==> config.mk <==
export PLATFORM = sky130hd
export DESIGN_NAME = perf_monitor_reg_arb
export DESIGN_NICKNAME = d
export VERILOG_FILES = /design/src/rtl/perf_monitor_reg_arb.sv
export SDC_FILE = /design/constraint.sdc
export NUM_CORES = 1
export LEC_CHECK = 0
export ABC_AREA = 1
export ABC_CLOCK_PERIOD_IN_PS = 1900
export BUFFER_PORTS_ARGS = -buffer_cell sky130_fd_sc_hd__buf_2
export CAP_MARGIN = 40
export CORE_AREA = 3 3 134 136
export CTS_BUF_LIST = sky130_fd_sc_hd__clkbuf_4 sky130_fd_sc_hd__clkbuf_8 sky130_fd_sc_hd__clkbuf_16
export CTS_CLUSTER_DIAMETER = 60
export DETAILED_ROUTE_END_ITERATION = 7
export DIE_AREA = 0 0 137 139
export PLACE_DENSITY = 0.69
export RECOVER_POWER = 50
export SYNTH_ARGS = -nofsm -noshare
export SYNTH_HDL_FRONTEND = slang
export SYNTH_SLANG_ARGS = --single-unit
==> constraint.sdc <==
create_clock -name clk_i -period 1.9 [get_ports clk_i]
set_input_delay 0.19 -clock clk_i [delete_from_list [all_inputs] [get_ports clk_i]]
set_output_delay 0.19 -clock clk_i [all_outputs]
set_load 0.05 [all_outputs]
==> src/rtl/perf_monitor_reg_arb.sv <==
// perf_monitor_reg_arb: round-robin arbiter for the shared register configuration port.
// One requester is latched at a time and its payload is held on the shared bus until the
// slave completes. The response is then returned only to the requester that issued it.
// Optional macro PERF_MON_REG_ARB_TIMEOUT_EN: when defined, a wait counter forces an error
// completion after TIMEOUT_CYCLES BUSY cycles without mst_ready_i. When it is undefined,
// BUSY waits indefinitely for the slave.
module perf_monitor_reg_arb #(
    parameter int unsigned NUM_REQ        = 3,
    parameter int unsigned ADDR_WIDTH     = 32,
    parameter int unsigned DATA_WIDTH     = 32,
    parameter int unsigned TIMEOUT_CYCLES = 255
) (
    input  logic                              clk_i,
    input  logic                              rst_ni,
    input  logic [NUM_REQ-1:0]                req_valid_i,
    input  logic [NUM_REQ-1:0]                req_write_i,
    input  logic [NUM_REQ*ADDR_WIDTH-1:0]     req_addr_i,
    input  logic [NUM_REQ*DATA_WIDTH-1:0]     req_wdata_i,
    input  logic [NUM_REQ*DATA_WIDTH/8-1:0]   req_wstrb_i,
    output logic [NUM_REQ-1:0]                req_ready_o,
    output logic [DATA_WIDTH-1:0]             req_rdata_o,
    output logic                              req_error_o,
    output logic                              mst_valid_o,
    output logic                              mst_write_o,
    output logic [ADDR_WIDTH-1:0]             mst_addr_o,
    output logic [DATA_WIDTH-1:0]             mst_wdata_o,
    output logic [DATA_WIDTH/8-1:0]           mst_wstrb_o,
    input  logic                              mst_ready_i,
    input  logic [DATA_WIDTH-1:0]             mst_rdata_i,
    input  logic                              mst_error_i,
    output logic                              busy_o
);

    localparam int unsigned IdxW  = (NUM_REQ > 1) ? $clog2(NUM_REQ) : 1;
    localparam int unsigned StrbW = DATA_WIDTH / 8;
    localparam logic [IdxW-1:0] LastIdx = IdxW'(NUM_REQ - 1);

    typedef enum logic [0:0] {
        StIdle,
        StBusy
    } state_e;

    state_e                 r_state;
    state_e                 w_state_next;

    logic [IdxW-1:0]        r_rr_ptr;
    logic [IdxW-1:0]        r_grant;
    logic                   r_mst_write;
    logic [ADDR_WIDTH-1:0]  r_mst_addr;
    logic [DATA_WIDTH-1:0]  r_mst_wdata;
    logic [StrbW-1:0]       r_mst_wstrb;

    logic                   w_any_valid;
    logic [IdxW-1:0]        w_sel;
    logic [IdxW-1:0]        w_scan_idx;
    int unsigned            w_scan;
    logic                   w_accept;
    logic                   w_done;
    logic                   w_timeout;
    logic [IdxW-1:0]        w_rr_next;

    // Round-robin pick: first valid requester scanning upward from r_rr_ptr, with wrap.
    always_comb begin
        w_any_valid = 1'b0;
        w_sel       = '0;
        w_scan      = 0;
        w_scan_idx  = '0;
        for (int unsigned k = 0; k < NUM_REQ; k++) begin
            w_scan = int'(r_rr_ptr) + k;
            if (w_scan >= NUM_REQ) begin
                w_scan = w_scan - NUM_REQ;
            end
            w_scan_idx = IdxW'(w_scan);
            if (!w_any_valid && req_valid_i[w_scan_idx]) begin
                w_any_valid = 1'b1;
                w_sel       = w_scan_idx;
            end
        end
    end

    assign w_accept  = (r_state == StIdle) && w_any_valid;
    assign w_rr_next = (r_grant == LastIdx) ? '0 : r_grant + 1'b1;

`ifdef PERF_MON_REG_ARB_TIMEOUT_EN
    localparam logic [15:0] TimeoutVal = 16'(TIMEOUT_CYCLES);

    logic [15:0] r_wait_cnt;

    // Wait counter: held at zero in IDLE so every BUSY period starts from zero.
    always_ff @(posedge clk_i or negedge rst_ni) begin
        if (!rst_ni) begin
            r_wait_cnt <= '0;
        end else if (r_state == StIdle) begin
            r_wait_cnt <= '0;
        end else if (!mst_ready_i && (r_wait_cnt != TimeoutVal)) begin
            r_wait_cnt <= r_wait_cnt + 16'd1;
        end
    end
`endif

    // State register.
    always_ff @(posedge clk_i or negedge rst_ni) begin
        if (!rst_ni) begin
            r_state <= StIdle;
        end else begin
            r_state <= w_state_next;
        end
    end

    // Next-state and completion decode; a real slave response beats the timeout.
    always_comb begin
        w_state_next = r_state;
        w_done       = 1'b0;
        w_timeout    = 1'b0;
        unique case (r_state)
            StIdle: begin
                if (w_any_valid) begin
                    w_state_next = StBusy;
                end
            end
            StBusy: begin
                if (mst_ready_i) begin
                    w_done       = 1'b1;
                    w_state_next = StIdle;
                end
`ifdef PERF_MON_REG_ARB_TIMEOUT_EN
                else if (r_wait_cnt == TimeoutVal) begin
                    w_done       = 1'b1;
                    w_timeout    = 1'b1;
                    w_state_next = StIdle;
                end
`endif
            end
            default: begin
                w_state_next = StIdle;
            end
        endcase
    end

    // Grant, round-robin pointer and latched bus payload.
    always_ff @(posedge clk_i or negedge rst_ni) begin
        if (!rst_ni) begin
            r_rr_ptr    <= '0;
            r_grant     <= '0;
            r_mst_write <= 1'b0;
            r_mst_addr  <= '0;
            r_mst_wdata <= '0;
            r_mst_wstrb <= '0;
        end else begin
            if (w_accept) begin
                r_grant     <= w_sel;
                r_mst_write <= req_write_i[w_sel];
                r_mst_addr  <= req_addr_i[w_sel*ADDR_WIDTH +: ADDR_WIDTH];
                r_mst_wdata <= req_wdata_i[w_sel*DATA_WIDTH +: DATA_WIDTH];
                r_mst_wstrb <= req_wstrb_i[w_sel*StrbW +: StrbW];
            end
            if (w_done) begin
                r_rr_ptr <= w_rr_next;
            end
        end
    end

    // Response routing: only the granted requester sees the pulse; data is zero otherwise.
    always_comb begin
        req_ready_o = '0;
        req_rdata_o = '0;
        req_error_o = 1'b0;
        if (w_done) begin
            req_ready_o = NUM_REQ'(1) << r_grant;
            if (w_timeout) begin
                req_error_o = 1'b1;
            end else begin
                req_rdata_o = mst_rdata_i;
                req_error_o = mst_error_i;
            end
        end
    end

    assign mst_valid_o = (r_state == StBusy);
    assign busy_o      = (r_state == StBusy);
    assign mst_write_o = r_mst_write;
    assign mst_addr_o  = r_mst_addr;
    assign mst_wdata_o = r_mst_wdata;
    assign mst_wstrb_o = r_mst_wstrb;

endmodule

==> results of run 1 <==
-- power by group --
part / switching, mW / total [mW] / internal (mW)
Clock: 0.680 / 1.99 / 1.31
Combinational: 9.73 / 15.2 / 5.43
Sequential: 0.452 / 2.92 / 2.47
Total: 10.9 / 20.1 / 9.21
-- flip-flops by register name, summed over array words and instances (netlist names) --
signal and cells:
mst_addr_o 32, mst_wdata_o 32, r_rr_ptr 2, r_grant 2, busy_o 1, mst_wstrb_o 4, mst_write_o 1
-- worst max-delay path, delay by kind of cell, from the launching register on --
family,cells,cell delay (ns)
AO/OA/AOI/OAI,1,0.24
flip-flops,1,0.41
AND/OR/NAND/NOR,6,0.63
adder cells (fa/ha/maj),1,0.23
buffers and inverters,4,0.55
-- timing repair --
action	in CTS	in global routing
hold buffers	1	0
gates resized for setup	17	63
pin swaps	4	23
setup endpoints to repair	73	88
cloned	0	8
endpoints found under the hold margin	34	0
setup buffers	3	3
-- per-stage QoR --
step | instances | hold slack (ns) | setup WS [ns]
after floorplan | 811 | -0.106 | -0.0971
after global placement | 1386 | 0.190 | -0.162
after detailed placement | 1386 | 0.190 | -0.228
after CTS | 1405 | 0.0287 | -0.173
after global routing | 1416 | 0.0403 | -0.341
final | 1416 | 0.0462 | -0.239
-- layout make-up --
cell class	count	area (um2)	share of cell area
clock inverter	5	103	0.0123
tap	225	282	0.0339
timing repair buffer	412	2590	0.312
multi-input combinational	502	2530	0.305
sequential	74	1850	0.223
clock buffer	10	239	0.0288
inverter	188	713	0.0858
-- placed cells by master, fill, tap and decap left out, types with 2 or more instances in the layout --
cell	Yosys	final
nor2_4	1	3
clkbuf_4	0	8
o21ai_2	0	2
a21oi_1	63	60
nand3_1	146	115
nor2_1	69	66
buf_12	0	16
ha_1	4	2
nand2_1	202	195
inv_4	0	3
buf_6	5	13
inv_2	4	4
ha_4	0	2
nor3_1	2	2
buf_2	22	341
bufinv_16	0	3
clkbuf_16	0	15
inv_1	184	181
nand3_2	1	31
nor2_2	2	3
nand2_2	4	7
a21oi_2	0	3
buf_4	5	25
nand2_4	0	3
dfrtp_1	74	74
-- routing by layer --
layer | global-route usage | routed length [um] | up-vias
met1 | 0.224 | 8130 | 2922
met5 | 0 | 21 | -
li1 | - | - | 3195
met4 | 0.0741 | 573 | 4
met2 | 0.331 | 10200 | 270
met3 | 0.0559 | 1830 | 38
-- Yosys cell counts (2+ instances only) --
cell type and count:
nand2_1 202, inv_1 184, nand3_1 146, dfrtp_1 74, nor2_1 69, a21oi_1 63, buf_2 22, clkbuf_1 15
buf_4 5, buf_6 5, ha_1 4, inv_2 4, nand2_2 4, nor2_2 2, nor3_1 2, o21ai_1 2
-- logic make-up after synthesis --
group | Yosys count | synth area share
and+or+nand+nor | 427 | 0.360
buffers and inverters | 235 | 0.191
DFF | 74 | 0.367
AOI/OAI and AO/OA | 71 | 0.0726
adders and majority gates | 4 | 0.00991
-- worst max-delay path by stage --
stage | from | slack (ns) | endpoint
floorplan | busy_o | -0.1 | req_rdata_o[10]
global placement | r_rr_ptr[1] | -0.16 | mst_wdata_o[3]
detailed placement | r_rr_ptr[1] | -0.23 | mst_wdata_o[9]
CTS | r_rr_ptr[0] | -0.17 | mst_wstrb_o[3]
global route | r_rr_ptr[0] | -0.34 | mst_wdata_o[28]
finish | r_rr_ptr[0] | -0.24 | mst_addr_o[10]
==> summary.md, run 1 <==
| Metric | Value |
|---|---|
| Synthesized flop and latch total | 74 |
| Pin count of the biggest net entering global routing | 37 |
| Setup crit start kind | flop |
| Crit end category | flop |
| 1st-iter DRT viols | 353 |
| RR Endpoint | mst_addr_o[10] |
| Max Slew Vio Count | 0 |
| Total clock sinks | 74 |
| Yosys top cell by area | dfrtp_1 |
| Synth Instances | 811 |
| Failing checks | negative setup slack |
| Clock slew at reported path FFs | 0.07 ns |
| RR Startpoint | r_rr_ptr[0] |
| Fin nets | 1,437 |
| First-pass GRT wire length | 29.2 mm |
| Fmax | roughly 470 MHz |
| Status | finished, violations left |
| Core Area | 17,100 um2 |
| DR vias | 6,429 |
| CP max stage delay | 0.41 ns |
| Total power | 20.1 mW |
| Worst-margin pin slew | between 0.9 and 1 ns |
| Initial antenna violation count | 2 |
| Die outline area | 19,000 um2 |
| Clock Latency Late Sink | 0.33 ns |
| Rows | 48 |
| DRT Wirelength | 20.7 mm |
| Port buffer count | 352 |
| Hold Path End | mst_addr_o[21] |
| Clock root cell | clkbuf_16 |
| Num CTS Buffers | 9 |
| # Max-Cap Violations | 0 |
| Depth of the CTS H-tree | 3 |
| CP required | 2.17 ns |
| Crit-path cells | inv_2, ha_4, o21ai_2, nand2_2, buf_4, nand3_1, nand2_4, nor2_4, buf_12, clkbuf_16, nand2_1, nand3_1 |
| Placed cell area | 7390 um2 |
| Power density over the cells | 2420 nW/um2 |
| WL/cell | about 15 um |
| CP most frequent cell | nand3_1 |
| Hpwl dp | 15.2 mm |
| Arr. time, crit path | 2.41 ns |
| Final Worst Setup Slack | -0.239 ns |
| DR vias/cell | 4.54 |
| Worst min path class | in2reg |
| Fin crit share | 1.13 |
| Min Clock Period, post-route | 2.14 ns |
| Total track usage | 0.193 |
| Max-slew headroom | 0.366 |
| Number of synthesized flops with an enable pin | 0 |
| Initial core utilization | 0.296 |
| CP Class | reg2reg |
| Reg2reg setup slack | -0.24 ns |
| Crit Path Max Fanout | 8 |
| CTS Buffer Depth | 2 |
| Leak Pwr | roughly 5.0 nW |
| I/O pins | roughly 350 |
| Area growth, synth to finish | 64.5% |
| Vias in the first global route | 5,848 |
| CTS tree | built |
| Top FF cell, synth | dfrtp_1 |
| Finished Cell Area | 8310 um2 |
| Mapped Area | 5050 um2 |
| Residual DRC count | 0 |
| Top-area cell type share of the netlist area | 0.367 |
| Final TNS setup | -14.12 ns |
| Placer Congestion | 0.899 |
| Maximum vdd drop | ~1.2 mV |
| CP max-delay cell | dfrtp_1 |
| # setup viols final | ~70 |
| Layout fillers | 1,737 |
| Final Hold Fails | 0 |
| Die height | 139 um |
| Synth Net Count | 1,061 |
| Hold depth | 3 |
| Pre-Repair DR Iteration Count | 5 |
| Util after Layout | 0.487 |
| Post-route ant nets | 0 |
| RSZ-0062 raised after global routing | true |
| Async set or reset register ratio after synthesis | 1.00 |
| Synthesized area per cell | 6.23 um2 |
| GRT Residual Overflow | 0 |
| Layout cell share with drive strength beyond 1 | 0.411 |
| Diode count | 0 |
| Hold wc startpoint | req_addr_i[85] |
| Chip width | 137 um |
| Sequential-to-total area share from yosys stat | 0.367 |
| Synth warn | 0 |
| Leading post-synthesis cells by cell area | dfrtp_1 37%, nand2_1 15%, nand3_1 14% |
| Worst r2r path cells | 12 |
| Post-synthesis cell type count | 24 |
| Max Clock Skew | 0.00813 ns |
(Power assumes the default switching activity.)
==> inputs of run 2 (changes only) <==
Settings changed: ABC_CLOCK_PERIOD_IN_PS 1900 to 2500, CORE_AREA 3 3 134 136 to 3 3 135 137, DIE_AREA 0 0 137 139 to 0 0 138 140, PLACE_DENSITY 0.69 to 0.66.
Clock period 1.9 ns to 2.5 ns, I/O delays scaled along.
==> run 2 against run 1 <==
- final cell count fell by 2.8%
- combinational power fell by 40%
- utilization fell by 6.2 points
- the flow now finishes without violations
- global-route usage fell by 0.49 points
- highest routed layer is now met4
- die area rose by 1.5%
==> summary.md, run 2 (same netlist as run 1, synthesis figures left out) <==
| Metric | Value |
|---|---|
| Status | finished, final reports clean (was finished, violations left) |
| Num CTS Buffers | 9 (unchanged) |
| Pin count of the biggest net entering global routing | 40 (was 37) |
| Post_cts resized | 0 (was 17) |
| Arr. time, crit path | 2.50 ns (was 2.41 ns) |
| Max-slew headroom | 0.347 (was 0.366) |
| GRT Residual Overflow | 0 (unchanged) |
| Util after Layout | 0.425 (was 0.487) |
| Hold_ws | 0.105 ns (was 0.0462 ns) |
| Pre-CTS setup slack | 0.242 ns (was -0.228 ns) |
| Crit-path cells | inv_1, ha_1, nand3_1, a21boi_1, nand3_1, nand2_2, buf_4, a21oi_1, a21oi_1 (was inv_2, ha_4, o21ai_2, nand2_2, buf_4, nand3_1, nand2_4, nor2_4, buf_12, clkbuf_16, nand2_1, nand3_1) |
| DR vias/cell | 4.48 (was 4.54) |
| Setup crit start kind | flop (unchanged) |
| CP required | 2.76 ns (was 2.17 ns) |
| DRT Wirelength | 19.1 mm (was 20.7 mm) |
| Die height | 140 um (was 139 um) |
| Int Pwr | 5.09 mW (was 9.21 mW) |
| Clock slew at reported path FFs | 0.06 ns (was 0.07 ns) |
| Maximum vdd drop | 0.921 mV (was 1.22 mV) |
| CTS tree | built (unchanged) |
| Final Hold Fails | 0 (unchanged) |
| Placer Congestion | 0.921 (was 0.899) |
| Fmax | 445 MHz (was 467 MHz) |
| First-pass GRT wire length | 29.3 mm (was 29.2 mm) |
| Die outline area | 19,300 um2 (was 19,000 um2) |
| Chip width | 138 um (was 137 um) |
| I/O pins | 353 (unchanged) |
| Switching share of total power | 0.598 (was 0.541) |
| Total clock sinks | 74 (unchanged) |
| Depth of the CTS H-tree | 3 (unchanged) |
| Commonest non-fill, non-tap cell in the layout | buf_2 (unchanged) |
| Diode count | 0 (unchanged) |
| Comb power frac | 0.717 (was 0.755) |
| Total track usage | 0.188 (was 0.193) |
| Commonest non-fill, non-tap cells in the layout | 298 x buf_2, 201 x nand2_1, 184 x inv_1 (was 341 x buf_2, 195 x nand2_1, 181 x inv_1) |
| Crit Path Max Fanout | 24 (was 8) |
| Fin crit share | 0.899 (was 1.13) |
| Final Worst Setup Slack | 0.252 ns (was -0.239 ns) |
| Final TNS setup | 0 ns (was -14.12 ns) |
| Largest delay share family, worst path | compound AO/OA/AOI/OAI gates (was simple AND/OR/NAND/NOR gates) |
| Clock Latency Late Sink | 0.34 ns (was 0.33 ns) |
| Hpwl dp | 14.6 mm (was 15.2 mm) |
| Port buffer count | 352 (unchanged) |
| Min Clock Period, post-route | 2.25 ns (was 2.14 ns) |
| CP Class | reg2reg (unchanged) |
| Crit end category | flop (unchanged) |
| Clock Power Share | 0.108 (was 0.099) |
| Clock root cell | clkbuf_16 (unchanged) |
| Pre-Repair DR Iteration Count | 5 (unchanged) |
| Initial antenna violation count | 0 (was 2) |
| Layout fillers | 1,869 (was 1,737) |
| CTS Buffer Depth | 2 (unchanged) |
| # setup viols final | 0 (was 72) |
| Seq pwr share | 0.176 (was 0.146) |
| Core Area | 17,200 um2 (was 17,100 um2) |
| Post-route ant nets | 0 (unchanged) |
| Layout cell share with drive strength beyond 1 | 0.301 (was 0.411) |
| Leak Pwr | 4.48 nW (was 5.03 nW) |
| Setup Buffers After CTS | 0 (was 3) |
| Crit path buf inv count | 2 (was 4) |
| 1st-iter DRT viols | 313 (was 353) |
| Vias in the first global route | 5,817 (was 5,848) |
| CP max stage delay | 0.41 ns (about the same) |
| Fin nets | 1,397 (was 1,437) |
| WL/cell | 13.9 um (was 14.6 um) |
| RSZ-0062 raised after global routing | false (was true) |
| Worst-margin pin slew | 0.980 ns (was 0.952 ns) |
| Max Clock Skew | 0.00604 ns (was 0.00813 ns) |
| Worst min path class | in2reg (unchanged) |
| Max Slew Vio Count | 0 (unchanged) |
| Area growth, synth to finish | 44.5% (was 64.5%) |
| DR vias | 6,170 (was 6,429) |
| # Max-Cap Violations | 0 (unchanged) |
| Initial core utilization | 0.294 (was 0.296) |
| Residual DRC count | 0 (unchanged) |
| CP max-delay cell | ha_1 (was dfrtp_1) |
| Power density over the cells | 1740 nW/um2 (was 2420 nW/um2) |
| Net Sw Power | 7.58 mW (was 10.9 mW) |
| Rows | 48 (unchanged) |
run 2: final cells by class:
type / instances / area (um2) / area share
clock buffers: 9 / 225 / 0.0309
inverters: 188 / 706 / 0.0967
flip-flops and latches: 74 / 1850 / 0.254
clock inverters: 7 / 82.6 / 0.0113
repair buffers: 372 / 1910 / 0.262
multi-input cells: 502 / 2240 / 0.307
well taps: 225 / 282 / 0.0386
run 2: through the flow:
step	std cells	total power, mW	cell area [um2]
after floorplan	811	9.02	5050
after global placement	1360	11.4	7050
after detailed placement	1360	11.5	7050
after CTS	1377	12.9	7370
after global routing	1377	13.7	7300
final	1377	12.7	7300
run 2: worst paths after layout:
path                                 from         endpoint  slack (ns)  cells past startpoint
min in group asynchronous          rst_ni   mst_wstrb_o[2]        0.60                      2
hold / removal                mst_ready_i           busy_o        0.10                      2
hold reg to reg            mst_addr_o[12]   mst_addr_o[12]        0.50                      2
setup reg to reg              r_rr_ptr[0]  mst_wdata_o[26]        0.25                      9
setup / recovery              r_rr_ptr[0]  mst_wdata_o[26]        0.25                      9
max in group asynchronous          rst_ni      r_rr_ptr[0]        1.13                      3
run 2: power groups by stage:
| stage | clock, mW | sequential (mW) | combinational, mW |
|---|---|---|---|
| final | 1.36 | 2.23 | 9.08 |
| after global routing | 1.46 | 2.31 | 9.90 |
| after CTS | 1.41 | 2.22 | 9.28 |
| after detailed placement | 0 | 2.23 | 9.27 |
| after global placement | 0 | 2.24 | 9.14 |
| after floorplan | 0 | 4.16 | 4.86 |
run 2: what timing repair did:
item	4_1_cts	5_1_grt
endpoints found under the hold margin	35	0
setup endpoints to repair	0	0
hold buffers	1	0
run 2: layer usage:
layer / wire [um] / GRT usage / share of wire / vias to the layer above
li1: - / - / - / 3109
met1: 7600 / 0.218 / 0.40 / 2737
met2: 9480 / 0.332 / 0.50 / 292
met3: 1590 / 0.0539 / 0.083 / 32
met4: 462 / 0.0629 / 0.024 / 0
met5: 0 / 0 / 0 / -
run 2: worst reg2reg max path, stage by stage (launching register included):
cell,delay (ns)
dfrtp_1,0.37
inv_1,0.08
ha_1,0.41
nand3_1,0.15
a21boi_1,0.24
nand3_1,0.12
nand2_2,0.20
buf_4,0.35
a21oi_1,0.10
a21oi_1,0.16
